<file path="src/rtl/treasure_result_filter_if.sv">
// Camera-stage counts in, published treasure code and Arduino REQ/ACK handshake out.
// The DUT sits on the slave side; the frame source / Arduino side is the master.
interface treasure_result_filter_if;
   logic        frame_done;
   logic [15:0] num_red;
   logic [15:0] num_blue;
   logic [15:0] num_neg;
   logic [15:0] num_pos;
   logic [15:0] num_straight;
   logic        ard_ack;
   logic [2:0]  result;
   logic        result_valid;
   logic [7:0]  led;

   modport master (
      output frame_done, num_red, num_blue, num_neg, num_pos, num_straight, ard_ack,
      input  result, result_valid, led
   );

   modport slave (
      input  frame_done, num_red, num_blue, num_neg, num_pos, num_straight, ard_ack,
      output result, result_valid, led
   );
endinterface

</file>
<file path="src/rtl/treasure_result_filter.sv">
// Classifies per-frame edge/colour counts into a 3-bit treasure code, debounces it over
// STABLE_FRAMES agreeing frames and presents each new code to the Arduino via REQ/ACK.
module treasure_result_filter #(
   parameter int unsigned COLOR_MIN     = 6,
   parameter int unsigned SHAPE_MIN     = 6,
   parameter int unsigned SPLIT_MIN     = 3,
   parameter int unsigned STABLE_FRAMES = 4,
   parameter int unsigned ACK_TIMEOUT   = 1000000
) (
   input  logic                    clk,
   input  logic                    reset_n,
   treasure_result_filter_if.slave bus
);

   localparam int TW = (ACK_TIMEOUT > 2) ? $clog2(ACK_TIMEOUT) : 2;

   localparam logic [15:0]   COLOR_MIN_W = 16'(COLOR_MIN);
   localparam logic [15:0]   SHAPE_MIN_W = 16'(SHAPE_MIN);
   localparam logic [15:0]   SPLIT_MIN_W = 16'(SPLIT_MIN);
   localparam logic [3:0]    STABLE_W    = 4'(STABLE_FRAMES);
   localparam logic [TW-1:0] TMO_LAST    = TW'(ACK_TIMEOUT - 1);

   localparam logic [1:0] IDLE    = 2'd0;
   localparam logic [1:0] PRESENT = 2'd1;
   localparam logic [1:0] RELEASE = 2'd2;

   logic          is_red;
   logic          is_blue;
   logic [1:0]    shape;
   logic [2:0]    frame_code;

   logic [2:0]    cand_reg;
   logic [3:0]    agree_reg;
   logic [1:0]    ack_sync_reg;
   logic          ack_s;

   logic [1:0]    state_reg,  state_next;
   logic [2:0]    result_reg, result_next;
   logic          valid_reg,  valid_next;
   logic [TW-1:0] tmo_reg,    tmo_next;
   logic          publish;
   logic [7:0]    led_w;

   always_comb begin
      is_red  = (bus.num_red  >= COLOR_MIN_W);
      is_blue = (bus.num_blue >= COLOR_MIN_W);
      shape   = 2'b00;
      if ((bus.num_neg >= SPLIT_MIN_W) && (bus.num_pos >= SPLIT_MIN_W))
         shape = 2'b11;
      else if (bus.num_straight >= SHAPE_MIN_W)
         shape = 2'b01;
      else if (bus.num_neg >= SHAPE_MIN_W)
         shape = 2'b10;
      // Red takes priority when both colours clear the threshold.
      frame_code = ((is_red || is_blue) && (shape != 2'b00)) ? {is_red, shape} : 3'b000;
   end

   always_ff @(posedge clk or negedge reset_n) begin
      if (!reset_n) begin
         cand_reg  <= 3'b000;
         agree_reg <= 4'd0;
      end else if (bus.frame_done) begin
         if (frame_code == cand_reg) begin
            if (agree_reg < STABLE_W)
               agree_reg <= agree_reg + 4'd1;
         end else begin
            cand_reg  <= frame_code;
            agree_reg <= 4'd1;
         end
      end
   end

   always_ff @(posedge clk or negedge reset_n) begin
      if (!reset_n)
         ack_sync_reg <= 2'b00;
      else
         ack_sync_reg <= {ack_sync_reg[0], bus.ard_ack};
   end

   assign ack_s   = ack_sync_reg[1];
   assign publish = (agree_reg == STABLE_W) && (cand_reg != result_reg);

   always_comb begin
      state_next  = state_reg;
      result_next = result_reg;
      valid_next  = valid_reg;
      tmo_next    = tmo_reg;
      case (state_reg)
         IDLE: begin
            if (publish) begin
               result_next = cand_reg;
               valid_next  = 1'b1;
               tmo_next    = '0;
               state_next  = PRESENT;
            end
         end
         PRESENT: begin
            if (ack_s) begin
               valid_next = 1'b0;
               state_next = RELEASE;
            end else if (tmo_reg == TMO_LAST) begin
               // Abandon but keep RESULT so the same code is not re-presented.
               valid_next = 1'b0;
               state_next = IDLE;
            end else begin
               tmo_next = tmo_reg + TW'(1);
            end
         end
         RELEASE: begin
            if (!ack_s)
               state_next = IDLE;
         end
         default: begin
            valid_next = 1'b0;
            state_next = IDLE;
         end
      endcase
   end

   always_ff @(posedge clk or negedge reset_n) begin
      if (!reset_n) begin
         state_reg  <= IDLE;
         result_reg <= 3'b000;
         valid_reg  <= 1'b0;
         tmo_reg    <= '0;
      end else begin
         state_reg  <= state_next;
         result_reg <= result_next;
         valid_reg  <= valid_next;
         tmo_reg    <= tmo_next;
      end
   end

   assign led_w[0] = 1'b0;
   generate
      for (genvar gi = 1; gi < 8; gi++) begin : g_led
         assign led_w[gi] = (result_reg == 3'(gi));
      end
   endgenerate

   assign bus.result       = result_reg;
   assign bus.result_valid = valid_reg;
   assign bus.led          = led_w;

endmodule
</file>
<file path="src/flat_wrapper.sv">
// flat-port wrapper written by rule: the top's interface ports become plain ports
module treasure_result_filter_flat 
#(
   parameter int unsigned COLOR_MIN     = 6,
   parameter int unsigned SHAPE_MIN     = 6,
   parameter int unsigned SPLIT_MIN     = 3,
   parameter int unsigned STABLE_FRAMES = 4,
   parameter int unsigned ACK_TIMEOUT   = 1000000
)
  (clk, reset_n, bus_frame_done, bus_num_red, bus_num_blue, bus_num_neg, bus_num_pos, bus_num_straight, bus_ard_ack, bus_result, bus_result_valid, bus_led);
  treasure_result_filter_if bus_i ();
  input  logic clk;
  input  logic reset_n;
  input wire logic [$bits(bus_i.frame_done)-1:0] bus_frame_done;
  input wire logic [$bits(bus_i.num_red)-1:0] bus_num_red;
  input wire logic [$bits(bus_i.num_blue)-1:0] bus_num_blue;
  input wire logic [$bits(bus_i.num_neg)-1:0] bus_num_neg;
  input wire logic [$bits(bus_i.num_pos)-1:0] bus_num_pos;
  input wire logic [$bits(bus_i.num_straight)-1:0] bus_num_straight;
  input wire logic [$bits(bus_i.ard_ack)-1:0] bus_ard_ack;
  output wire logic [$bits(bus_i.result)-1:0] bus_result;
  output wire logic [$bits(bus_i.result_valid)-1:0] bus_result_valid;
  output wire logic [$bits(bus_i.led)-1:0] bus_led;
  assign bus_i.frame_done = bus_frame_done;
  assign bus_i.num_red = bus_num_red;
  assign bus_i.num_blue = bus_num_blue;
  assign bus_i.num_neg = bus_num_neg;
  assign bus_i.num_pos = bus_num_pos;
  assign bus_i.num_straight = bus_num_straight;
  assign bus_i.ard_ack = bus_ard_ack;
  assign bus_result = bus_i.result;
  assign bus_result_valid = bus_i.result_valid;
  assign bus_led = bus_i.led;
  treasure_result_filter #(.COLOR_MIN(COLOR_MIN), .SHAPE_MIN(SHAPE_MIN), .SPLIT_MIN(SPLIT_MIN), .STABLE_FRAMES(STABLE_FRAMES), .ACK_TIMEOUT(ACK_TIMEOUT)) u_core (.clk(clk), .reset_n(reset_n), .bus(bus_i));
endmodule
</file>
<file path="config.mk">
export PLATFORM = sky130hd
export DESIGN_NAME = treasure_result_filter_flat
export DESIGN_NICKNAME = d
export VERILOG_FILES = /design/src/rtl/treasure_result_filter_if.sv /design/src/rtl/treasure_result_filter.sv /design/src/flat_wrapper.sv
export SDC_FILE = /design/constraint.sdc
export NUM_CORES = 1
export LEC_CHECK = 0
export BUFFER_PORTS_ARGS = -buffer_cell sky130_fd_sc_hd__buf_2
export CORE_UTILIZATION = 42
export DETAILED_ROUTE_END_ITERATION = 8
export PLACE_DENSITY = 0.75
export SLEW_MARGIN = 30
export SYNTH_ARGS = -nofsm -noshare
export SYNTH_HDL_FRONTEND = slang
export SYNTH_SLANG_ARGS = --single-unit
</file>
<file path="constraint.sdc">
create_clock -name clk -period 2 [get_ports clk]
set_input_delay 0.3 -clock clk [delete_from_list [all_inputs] [get_ports clk]]
set_output_delay 0.3 -clock clk [all_outputs]
set_load 0.03 [all_outputs]
</file>
==> run_results.csv <==
group,metric,value,unit
placement,dp_cells,382,
sta,fin_skew,0.00892,ns
hold_path,hp-class,"in -> async",
sta,fin_crit_sh,113,%
power_and_ir_drop,finalPower,2.38,mW
power_and_ir_drop,power_density,772,mW/mm^2
setup_path,start_kind,"flip-flop",
route,antenna_left,0,
sta,fmax,442,MHz
sta,finalWorstSetupSlack,-0.262,ns
route,firstDrtPassIters,4,
logic_synthesis,ys_ff_latch,35,
logic_synthesis,yosysSeqAreaShare,42.8,%
final_layout,final_nets,428,
logic_synthesis,synth_top_flop_cell,"dfrtp_1",
final_layout,final_core_util,65.8,%
floorplanning,die-area,0.00516,sq mm
status,outcome,"complete, but fails checks",
setup_path,crit_type,"reg -> reg",
power_and_ir_drop,p_leak,1.50,nW
sta,hold_viol,0,
final_layout,antenna_cells,0,
logic_synthesis,async_flop_share,100,%
floorplanning,start_util,43.6,%
setup_path,path_max_fanout,6,
grt,overflow,0,
setup_path,cp_data_arrival_time,2.44,ns
grt,grt_pass1_wl,8630,microns
route,avgViaCountPerCell,5.18,
logic_synthesis,synthTopCellsByArea,"dfrtp_1 43%, xor2_1 7.3%, nor2_1 4.8%, nor4_1 4.0%, mux2_2 3.3%",
clocking,ctsHtreeMaxLevel,2,
final_layout,drive_above_1_share,52.3,%
final_layout,largest_reg_flops,20,
clocking,hold_buffers,0,
logic_synthesis,yosysTopAreaCell,"dfrtp_1",
final_layout,syn2layout_area_growth,50.7,%
sta,setup_tns,-4.03,ns
setup_path,crit_path_max_incr_delay,0.55,ns
logic_synthesis,post_synth_instance_area,0.00205,sq mm
setup_path,required,2.18,ns
status,failed_checks,"negative setup slack",
final_layout,instances_no_fill,396,
grt,grt_pass1_vias,2002,
sta,maxSlewViolCount,0,
placement,placed_area,0.00281,sq mm
route,wirelength,5370,microns
setup_path,path_depth,9,
grt,track_usage,21.2,%
sta,finalSetupViolCount,20,
final_layout,nFillCells,350,
logic_synthesis,yosys_warnings,0,
clocking,cts_max_path_buffers,2,
setup_path,cp_cell_sequence,"or4b_4 -> nor4_4 -> a221oi_2 -> buf_4 -> buf_6 -> and4_4 -> nand3_2 -> xor2_1 -> nor2_1",
logic_synthesis,yosysUniqueCellTypes,48,
clocking,cts_buffers,5,
floorplanning,die_h,71.8,microns
logic_synthesis,postSynthAreaPerCell,9.75,sq um
flow_run,max_cap_violations,0,
floorplanning,num_rows,25,
route,wl_per_cell,13.6,microns
logic_synthesis,synth.net_count,297,
clocking,path_clk_slew,0.07,ns
logic_synthesis,syn-instance-count,210,
floorplanning,ios,96,
floorplanning,die_w,71.8,microns
route,route.detailed.drc,0,
sta,finalCriticalPeriod,2.26,ns
placement,gp_congestion,0.752,
grt,antenna_found_initial,0,
setup_path,reg2reg_depth,9,
clocking,clock_latency,0.29,ns
placement,hpwl,3950,microns
route,drt_iter0_markers,92,
logic_synthesis,synth_top_cell_area_share,42.8,%
power_and_ir_drop,vdd_drop_max,426,uV
route,num_vias,2053,
clocking,clock-root-buffer,"clkbuf_8",
sta,worst_pin_slew,0.770,ns
placement,port_buffers,91,
final_layout,final_area,0.00309,sq mm
setup_path,crit_path_end_kind,"flip-flop",
logic_synthesis,synth_edf_count,0,
grt,grt_max_degree,36,
setup_path,cp_slowest_cell,"or4b_4",
sta,slew_headroom,48.7,%
clocking,cts_tree,"done",
setup_path,cp.buffers_inverters,2,
sta,rsz0062_at_grt,"yes",
clocking,cts_sinks,35,
floorplanning,core,0.00469,sq mm
setup_path,crit_family,"simple AND/OR/NAND/NOR gates",
==> worst paths after layout <==
kind / slack (ns) / endpoint / startpoint
hold reg to reg: 0.37 / u_core.ack_sync_reg[1]$_DFF_PN0_ / u_core.ack_sync_reg[0]$_DFF_PN0_
min in group clk: 0.11 / u_core.ack_sync_reg[0]$_DFF_PN0_ / bus_ard_ack
setup reg to reg: -0.26 / u_core.tmo_reg[7]$_DFFE_PN0P_ / u_core.tmo_reg[13]$_DFFE_PN0P_
setup / recovery: -0.26 / u_core.tmo_reg[7]$_DFFE_PN0P_ / u_core.tmo_reg[13]$_DFFE_PN0P_
max in group asynchronous: 1.38 / u_core.bus.result[1]$_DFFE_PN0P_ / reset_n
hold / removal: 0.08 / u_core.tmo_reg[18]$_DFFE_PN0P_ / reset_n
==> logic make-up after synthesis <==
family          after synthesis  share of synthesized area [%]
mux                           7                           3.85
other cells                   1                          0.183
simple gates                 98                           27.9
compound gates               26                           9.17
fa+ha+maj                     3                           1.83
xor+xnor                     24                           10.3
flops                        35                           42.8
buf+inv                      16                           4.03
==> per-stage QoR <==
stage                     setup slack, ns  hold slack, ns
after floorplan                    -0.152         0.00441
after global placement             -0.243           0.352
after detailed placement           -0.256           0.352
after CTS                          -0.201           0.111
after global routing               -0.336           0.109
final                              -0.262          0.0777
==> cells in the final DEF, fill, tap and decap left out, drive strengths merged, types with 9 or more instances in the layout <==
cell type / instances
buf: 133
dfrtp: 35
nor2: 27
xor2: 17
nor4: 15
nand3: 12
nand2: 10
nand4: 9
==> timing repair <==
action,in CTS,in global routing
resized for setup,16,17
setup buffers,4,2
pin swaps,22,28
hold endpoints to repair,0,0
endpoints found under the setup margin,20,24
==> where the power goes <==
part | switching [mW] | internal (mW)
combinational | 0.557 | 0.464
clock | 0.256 | 0.244
sequential | 0.0670 | 0.796
total | 0.879 | 1.50
==> layout make-up <==
type                    count  area (sq um)  share of cell area, %
repair buffers            133           782                   25.3
multi-input cells         159          1250                   40.5
clock inverters             1          5.00                  0.162
well taps                  54          67.6                   2.19
clock buffers               7          76.3                   2.47
inverters                   7          26.3                  0.852
flip-flops and latches     35           880                   28.5
==> synthesized netlist by cell type, types with 5 or more instances <==
cell / count
nand4_1: 8
inv_1: 7
mux2_2: 6
xor2_1: 17
o21ai_0: 5
nand2_1: 10
nor3_1: 5
dfrtp_1: 35
nand3_1: 9
nor2_1: 26
nor4_1: 13
xnor2_1: 7
==> worst reg2reg max path, cell delays in order, from the launching register on <==
cell and delay, ns:
dfrtp_1 0.38, or4b_4 0.55, nor4_4 0.31, a221oi_2 0.13, buf_4 0.16, buf_6 0.11, and4_4 0.21, nand3_2 0.10
xor2_1 0.15, nor2_1 0.06
==> per-layer routing <==
metal,share of wire (%),track usage (%),up-vias
met2,52,37.1,54
met5,0,0,-
met4,1.4,6.54,0
li1,-,-,1025
met1,43,26.2,963
met3,4.0,4.50,11
Power figures use the tool's default switching activity.
